**config.mk**
```make
export PLATFORM = sky130hd
export DESIGN_NAME = axil_slave_regs
export DESIGN_NICKNAME = d
export VERILOG_FILES = /design/src/rtl/axil_pkg.sv /design/src/rtl/axil_addr_index.sv /design/src/rtl/axil_slave_regs.sv
export SDC_FILE = /design/constraint.sdc
export NUM_CORES = 1
export LEC_CHECK = 0
export BUFFER_PORTS_ARGS = -buffer_cell sky130_fd_sc_hd__buf_4
export CAP_MARGIN = 20
export CORE_AREA = 2 2 260 262
export CTS_BUF_LIST = sky130_fd_sc_hd__clkbuf_16
export CTS_CLUSTER_SIZE = 24
export DETAILED_ROUTE_END_ITERATION = 7
export DIE_AREA = 0 0 262 264
export HOLD_SLACK_MARGIN = 0.15
export PLACE_DENSITY = 0.46
export SETUP_SLACK_MARGIN = 0.02
export SYNTH_ARGS = -nofsm -noshare
export SYNTH_HDL_FRONTEND = slang
export SYNTH_HIERARCHICAL = 1
export SYNTH_SLANG_ARGS = --single-unit
```
**constraint.sdc**
```tcl
create_clock -name aclk -period 15.3 [get_ports aclk]
set_clock_uncertainty 0.05 [all_clocks]
set_input_delay 3.06 -clock aclk [delete_from_list [all_inputs] [get_ports aclk]]
set_output_delay 3.06 -clock aclk [all_outputs]
set_load 0.01 [all_outputs]
```
**src/rtl/axil_pkg.sv**
```systemverilog
// Shared AXI-Lite definitions: response codes and small sizing helpers.
package axil_pkg;

  typedef logic [1:0] axil_resp_t;

  localparam axil_resp_t AXIL_RESP_OKAY   = 2'b00;
  localparam axil_resp_t AXIL_RESP_SLVERR = 2'b10;
  localparam axil_resp_t AXIL_RESP_DECERR = 2'b11;

  // Width of a register index; a single register still needs one bit.
  function automatic int axil_idx_width(input int n);
    return (n > 1) ? $clog2(n) : 1;
  endfunction

endpackage

```
**src/rtl/axil_addr_index.sv**
```systemverilog
// Combinational decode of a byte address into a register index plus an
// in-range flag. Byte-offset bits below the word size are ignored.
module axil_addr_index
  import axil_pkg::*;
#(
  parameter int NUMBER_REGS    = 8,
  parameter int AXI_DATA_WIDTH = 32,
  parameter int AXI_ADDR_WIDTH = 32,
  parameter logic [AXI_ADDR_WIDTH-1:0] AXI_ADDR_OFFSET = AXI_ADDR_WIDTH'(32'h4000_0000),
  localparam int IDX_W = axil_idx_width(NUMBER_REGS)
) (
  input  logic [AXI_ADDR_WIDTH-1:0] addr,
  output logic [IDX_W-1:0]          idx,
  output logic                      in_range
);

  localparam int BYTE_SHIFT = $clog2(AXI_DATA_WIDTH / 8);
  localparam logic [AXI_ADDR_WIDTH-1:0] NREGS_A = AXI_ADDR_WIDTH'(NUMBER_REGS);

  logic [AXI_ADDR_WIDTH-1:0] delta;
  logic [AXI_ADDR_WIDTH-1:0] word;

  // Subtract the base, drop byte-offset bits, and range-check the word index.
  always_comb begin
    delta    = addr - AXI_ADDR_OFFSET;
    word     = delta >> BYTE_SHIFT;
    in_range = (addr >= AXI_ADDR_OFFSET) && (word < NREGS_A);
    idx      = word[IDX_W-1:0];
  end

endmodule

```
**src/rtl/axil_slave_regs.sv**
```systemverilog
// AXI-Lite register bank responder. Writes collect AW and W independently
// into hold registers and commit once both are held and no B is pending.
// Reads are registered with one-cycle latency. Read-only registers return
// fabric-supplied values and reject writes with SLVERR.
module axil_slave_regs
  import axil_pkg::*;
#(
  parameter int NUMBER_REGS    = 8,
  parameter int AXI_DATA_WIDTH = 32,
  parameter int AXI_ADDR_WIDTH = 32,
  parameter logic [AXI_ADDR_WIDTH-1:0] AXI_ADDR_OFFSET = AXI_ADDR_WIDTH'(32'h4000_0000),
  parameter logic [NUMBER_REGS-1:0]    REG_RO_MASK     = NUMBER_REGS'(8'h80)
) (
  input  logic                                  aclk,
  input  logic                                  areset,
  input  logic [AXI_ADDR_WIDTH-1:0]             s_axil_awaddr,
  input  logic                                  s_axil_awvalid,
  output logic                                  s_axil_awready,
  input  logic [AXI_DATA_WIDTH-1:0]             s_axil_wdata,
  input  logic [AXI_DATA_WIDTH/8-1:0]           s_axil_wstrb,
  input  logic                                  s_axil_wvalid,
  output logic                                  s_axil_wready,
  output logic [1:0]                            s_axil_bresp,
  output logic                                  s_axil_bvalid,
  input  logic                                  s_axil_bready,
  input  logic [AXI_ADDR_WIDTH-1:0]             s_axil_araddr,
  input  logic                                  s_axil_arvalid,
  output logic                                  s_axil_arready,
  output logic [AXI_DATA_WIDTH-1:0]             s_axil_rdata,
  output logic [1:0]                            s_axil_rresp,
  output logic                                  s_axil_rvalid,
  input  logic                                  s_axil_rready,
  output logic [NUMBER_REGS*AXI_DATA_WIDTH-1:0] reg_out,
  input  logic [NUMBER_REGS*AXI_DATA_WIDTH-1:0] reg_in,
  output logic [NUMBER_REGS-1:0]                wr_pulse
);

  localparam int IDX_W  = axil_idx_width(NUMBER_REGS);
  localparam int STRB_W = AXI_DATA_WIDTH / 8;

  // Register storage and write-path hold state
  logic [NUMBER_REGS-1:0][AXI_DATA_WIDTH-1:0] regs_q, regs_d;
  logic                      aw_held_q, aw_held_d;
  logic [AXI_ADDR_WIDTH-1:0] awaddr_q, awaddr_d;
  logic                      w_held_q, w_held_d;
  logic [AXI_DATA_WIDTH-1:0] wdata_q, wdata_d;
  logic [STRB_W-1:0]         wstrb_q, wstrb_d;
  logic                      bvalid_q, bvalid_d;
  axil_resp_t                bresp_q, bresp_d;
  logic [NUMBER_REGS-1:0]    wr_pulse_q, wr_pulse_d;

  // Read-path state
  logic                      rvalid_q, rvalid_d;
  logic [AXI_DATA_WIDTH-1:0] rdata_q, rdata_d;
  axil_resp_t                rresp_q, rresp_d;

  // Decode results
  logic [IDX_W-1:0] aw_idx, ar_idx;
  logic             aw_in_range, ar_in_range;
  logic             aw_ro, ar_ro;
  logic             commit, commit_ok;
  logic             aw_hs, w_hs, ar_hs;
  logic [AXI_DATA_WIDTH-1:0] rd_val;

  axil_addr_index #(
    .NUMBER_REGS     (NUMBER_REGS),
    .AXI_DATA_WIDTH  (AXI_DATA_WIDTH),
    .AXI_ADDR_WIDTH  (AXI_ADDR_WIDTH),
    .AXI_ADDR_OFFSET (AXI_ADDR_OFFSET)
  ) u_aw_index (
    .addr     (awaddr_q),
    .idx      (aw_idx),
    .in_range (aw_in_range)
  );

  axil_addr_index #(
    .NUMBER_REGS     (NUMBER_REGS),
    .AXI_DATA_WIDTH  (AXI_DATA_WIDTH),
    .AXI_ADDR_WIDTH  (AXI_ADDR_WIDTH),
    .AXI_ADDR_OFFSET (AXI_ADDR_OFFSET)
  ) u_ar_index (
    .addr     (s_axil_araddr),
    .idx      (ar_idx),
    .in_range (ar_in_range)
  );

  // Ready signals are held low during reset so nothing is accepted then.
  assign s_axil_awready = !aw_held_q && !areset;
  assign s_axil_wready  = !w_held_q  && !areset;
  assign s_axil_arready = !rvalid_q  && !areset;

  assign aw_hs = s_axil_awvalid && s_axil_awready;
  assign w_hs  = s_axil_wvalid  && s_axil_wready;
  assign ar_hs = s_axil_arvalid && s_axil_arready;

  assign commit = aw_held_q && w_held_q && !bvalid_q;

  // Look up read-only status and read value by index; out-of-range indices
  // match nothing, which the in-range flags cover.
  always_comb begin
    aw_ro  = 1'b0;
    ar_ro  = 1'b0;
    rd_val = '0;
    for (int r = 0; r < NUMBER_REGS; r++) begin
      if (aw_idx == IDX_W'(r)) begin
        aw_ro = REG_RO_MASK[r];
      end
      if (ar_idx == IDX_W'(r)) begin
        ar_ro  = REG_RO_MASK[r];
        rd_val = REG_RO_MASK[r] ? reg_in[r*AXI_DATA_WIDTH +: AXI_DATA_WIDTH] : regs_q[r];
      end
    end
  end

  assign commit_ok = commit && aw_in_range && !aw_ro;

  // Write path: capture AW/W payloads, commit byte lanes, and drive B.
  always_comb begin
    aw_held_d  = aw_held_q;
    awaddr_d   = awaddr_q;
    w_held_d   = w_held_q;
    wdata_d    = wdata_q;
    wstrb_d    = wstrb_q;
    bvalid_d   = bvalid_q;
    bresp_d    = bresp_q;
    regs_d     = regs_q;
    wr_pulse_d = '0;

    if (aw_hs) begin
      aw_held_d = 1'b1;
      awaddr_d  = s_axil_awaddr;
    end
    if (w_hs) begin
      w_held_d = 1'b1;
      wdata_d  = s_axil_wdata;
      wstrb_d  = s_axil_wstrb;
    end

    if (bvalid_q && s_axil_bready) begin
      bvalid_d = 1'b0;
    end

    if (commit) begin
      aw_held_d = 1'b0;
      w_held_d  = 1'b0;
      bvalid_d  = 1'b1;
      bresp_d   = commit_ok ? AXIL_RESP_OKAY : AXIL_RESP_SLVERR;
      for (int r = 0; r < NUMBER_REGS; r++) begin
        if (commit_ok && (aw_idx == IDX_W'(r))) begin
          wr_pulse_d[r] = 1'b1;
          for (int b = 0; b < STRB_W; b++) begin
            if (wstrb_q[b]) begin
              regs_d[r][b*8 +: 8] = wdata_q[b*8 +: 8];
            end
          end
        end
      end
    end
  end

  // Read path: register data/response on AR handshake, hold until R completes.
  always_comb begin
    rvalid_d = rvalid_q;
    rdata_d  = rdata_q;
    rresp_d  = rresp_q;
    if (rvalid_q && s_axil_rready) begin
      rvalid_d = 1'b0;
    end
    if (ar_hs) begin
      rvalid_d = 1'b1;
      if (ar_in_range) begin
        rdata_d = rd_val;
        rresp_d = AXIL_RESP_OKAY;
      end else begin
        rdata_d = '0;
        rresp_d = AXIL_RESP_SLVERR;
      end
    end
  end

  // State registers; reset drops any in-flight transaction.
  always_ff @(posedge aclk or posedge areset) begin
    if (areset) begin
      regs_q     <= '0;
      aw_held_q  <= 1'b0;
      awaddr_q   <= '0;
      w_held_q   <= 1'b0;
      wdata_q    <= '0;
      wstrb_q    <= '0;
      bvalid_q   <= 1'b0;
      bresp_q    <= AXIL_RESP_OKAY;
      wr_pulse_q <= '0;
      rvalid_q   <= 1'b0;
      rdata_q    <= '0;
      rresp_q    <= AXIL_RESP_OKAY;
    end else begin
      regs_q     <= regs_d;
      aw_held_q  <= aw_held_d;
      awaddr_q   <= awaddr_d;
      w_held_q   <= w_held_d;
      wdata_q    <= wdata_d;
      wstrb_q    <= wstrb_d;
      bvalid_q   <= bvalid_d;
      bresp_q    <= bresp_d;
      wr_pulse_q <= wr_pulse_d;
      rvalid_q   <= rvalid_d;
      rdata_q    <= rdata_d;
      rresp_q    <= rresp_d;
    end
  end

  // Read-only slices are tied to zero on the fabric side.
  for (genvar g = 0; g < NUMBER_REGS; g++) begin : g_reg_out
    assign reg_out[g*AXI_DATA_WIDTH +: AXI_DATA_WIDTH] = REG_RO_MASK[g] ? '0 : regs_q[g];
  end

  assign s_axil_bvalid = bvalid_q;
  assign s_axil_bresp  = bresp_q;
  assign s_axil_rvalid = rvalid_q;
  assign s_axil_rdata  = rdata_q;
  assign s_axil_rresp  = rresp_q;
  assign wr_pulse      = wr_pulse_q;

endmodule

```
* Yosys cells after proc, flatten, opt, wreduce, memory -nomap -nowiden
Index checks and enable logic that the tools add are counted.
** Storage, ports and cells
- Output and inout bits :: 305
- Flip-flop bits (word level) :: 340
- Input bits :: 363
- Logic and storage cells :: 150
** Operators by class
- Equal/unequal tests :: 14
- Multiplexer cells :: 29
- Reduce and logical (&&, ||, !) cells :: 62
- Add/sub/neg operators :: 2
- Magnitude comparators :: 4
** Operators with widths (count)
- 32-bit two-way mux :: 9
- 3-bit AND reduction :: 28
- 32-bit by 31-bit greater-or-equal comparator with 1-bit output, second input constant :: 2
- 32-bit by 31-bit subtractor with 32-bit output, second input constant :: 2
- 30-bit by 4-bit less-than comparator with 1-bit output, second input constant :: 2
- 3-bit equality test, second input constant :: 8
- 1-bit logical AND :: 22
- 1-bit two-way mux :: 17
- 3-bit by 2-bit equality test with 1-bit output, second input constant :: 4
- 8-bit two-way mux :: 1
- 2-bit nonzero test :: 4
- 3-bit by 1-bit equality test with 1-bit output, second input constant :: 2
- 1-bit zero test :: 6
- 3-bit zero test :: 2
- 2-bit two-way mux :: 2

* Longest topological paths before layout
- Depth after elaboration :: 11
- Gate-level depth with buffers :: 9
- Gate-level depth less buffers :: 7

* Cells and area by module
Netlist, hierarchy kept.
** By module, submodules not included
- axil_slave_regs :: seq. area each 8458.1 um^2, cells each 1179, area each 15671.3 um^2, instances 1
- axil_addr_index :: seq. area each 0.0 um^2, cells each 13, area each 107.6 um^2, instances 2

* Worst setup path before layout
Ideal clock, no wire load.
- Path type :: input port to output port
- Start :: input areset
- End :: output s_axil_arready
- Required time :: 12190 ps
- Path buffers :: 0
- Setup slack :: 8930 ps
- Stages :: 1
- Arrival time :: 3260 ps
- Cells stage by stage :: nor2_1
** Between the ends
- Word-level cells in the longest chain between the ends :: 2
** RTL lines
- start: declaration :: line axil_slave_regs.sv:15 : input logic areset,
- 1-bit zero test (no source line)
- 1-bit logical AND :: line axil_slave_regs.sv:90 : assign s_axil_arready = !rvalid_q && !areset;
- end: declaration :: line axil_slave_regs.sv:28 : output logic s_axil_arready,
No other way between the ends.

* Worst setup path after layout
Ends and elaborated chain as after synthesis.

==> flow_summary.ini <==
[run_status]
status = complete, no violations

[worst_hold_path]
min_path_type = reg2reg

[power]
total_power_mw = 2.38
leakage_nw = 10.4
vdd_drop_max_v = 0.0000886
p_per_area_nw_per_um2 = 114

[final_layout]
fin_cells = 2473
layout_commonest_cell = buf_4
multi_input_area_um2 = 6810
syn2layout_area_growth_pct = 31.5
layout_common_cells = buf_4 (413), dfrtp_1 (336), mux2_2 (306)
nFillCells = 6766
seq_area_um2 = 8410
layout.nets = 1937
drive_above_1_share_pct = 52.3

[clock_tree]
numCtsBuffers = 42
clockBufferDepth = 3
cts_tree = yes
clk_pin_slew_worst_paths_ps = 50
cts_resized = 0
insertion_delay_ps = 560
clockRootBuffer = clkbuf_16
post-cts-setup-buffer-count = 0
holdBufCountCts = 0
h-tree-depth = 2
cts_sinks = 336

[global_routing]
grt.total_usage_pct = 17.2
grt_pass1_wl_mm = 86.7
grt_pass1_vias = 11800
overflow = 0
grt_max_degree = 136
antenna_found_initial = 6

[worst_setup_path]
crit_path_max_incr_delay_ps = 200
path_cells = buf_4 > nor2_1 > buf_4
cp-end-kind = output port
worstPathArrival_ps = 3610
critical_path.max_fanout = 6
crit_required_ps = 12190
crit_type = in2out
crit_path_frequent_cell = buf_4
worstSetupStartpointType = primary input
cp_slowest_cell = nor2_1

[timing]
worst_pin_slew_ps = 1100
slew_viol_final = 0
final.setup.tns_ps = 0
max_slew_margin_pct = 26.1
rsz0062_at_grt = false
finalHoldViolCount = 0
min_period_ps = 6720
finalSetupViolCount = 0
finalCritPeriodShare_pct = 43.9
fmax_mhz = 149

[die]
start_util_pct = 23.8
die_height_um = 264
die_width_um = 262
io_pins = 668
die-area_um2 = 69200
row_count = 95
fp.coreArea_um2 = 66600

[route]
drtIter0Drc = 547
routed_via_density = 4.59
vias = 11300
wl_mm = 60.5
drc = 0
firstDrtPassIters = 4
ant_nets = 0
wl_per_cell_um = 24.5

[placement]
dpl.cell_count = 2402
place_congestion = 0.770
portBuffers = 405
hpwlAfterDp_mm = 42.2

[synthesis]
synthCells = 1201
syn_area_um2 = 15800
avgSynthCellArea_um2 = 13.2
yosysWarningCount = 6

[flow_run]
maxCapViolCount = 0
## final timing paths
check                                        to  slack (ps)  cells past startpoint            start
worst max register to register      reg_out[15]       11670                      7     awaddr_q[14]
worst max-delay path             s_axil_arready        8580                      3           areset
max in group asynchronous           awaddr_q[6]       10920                      4           areset
worst min register to register  s_axil_rresp[1]         430                      2  s_axil_rresp[1]
min in group asynchronous          reg_out[203]        2570                      2           areset
worst min-delay path            s_axil_rresp[1]         430                      2  s_axil_rresp[1]
## sequential cells by signal, summed over array words and instances, names as in the netlist
register       flops
reg_out          224
s_axil_rdata      32
wdata_q           32
awaddr_q          30
wr_pulse           8
wstrb_q            4
aw_held_q          1
s_axil_bresp       1
s_axil_bvalid      1
s_axil_rresp       1
s_axil_rvalid      1
w_held_q           1
## power breakdown
| group | internal, mW | switching (mW) | total [mW] |
|---|---|---|---|
| combinational | 0.140 | 0.135 | 0.276 |
| sequential | 0.982 | 0.151 | 1.13 |
| clock | 0.572 | 0.397 | 0.969 |
## final cells by class
class                           count  share of cell area, %
Inverter                            5                  0.126
Clock inverter                     24                   1.06
Timing Repair Buffer              416                   15.2
Antenna cell                        3                 0.0361
Tap cell                          873                   5.25
Clock buffer                       43                   5.17
Multi-Input combinational cell    773                   32.8
Sequential cell                   336                   40.4
## layer usage
layer	routed length [um]	up-vias	GRT usage, %
met2	27300	368	26.4
met3	5870	70	6.81
met1	26400	5838	22.7
li1	-	5058	-
met5	37	-	0
met4	978	6	3.62
## stage by stage
step	utilization (%)	area (um2)	hold WS, ps	setup WS, ps
after global placement	29.2	19500	416	8570
after detailed placement	29.2	19500	421	8570
final	31.2	20800	429	8580
after floorplan	-	15900	422	2880
after CTS	31.2	20800	432	8570
after global routing	31.2	20800	454	8500
## worst max-delay path, delay by kind of cell
family	cells	cell delay (ps)
buf+inv	2	350
simple gates	1	200
Note: power is estimated with default switching activity, not from simulation.
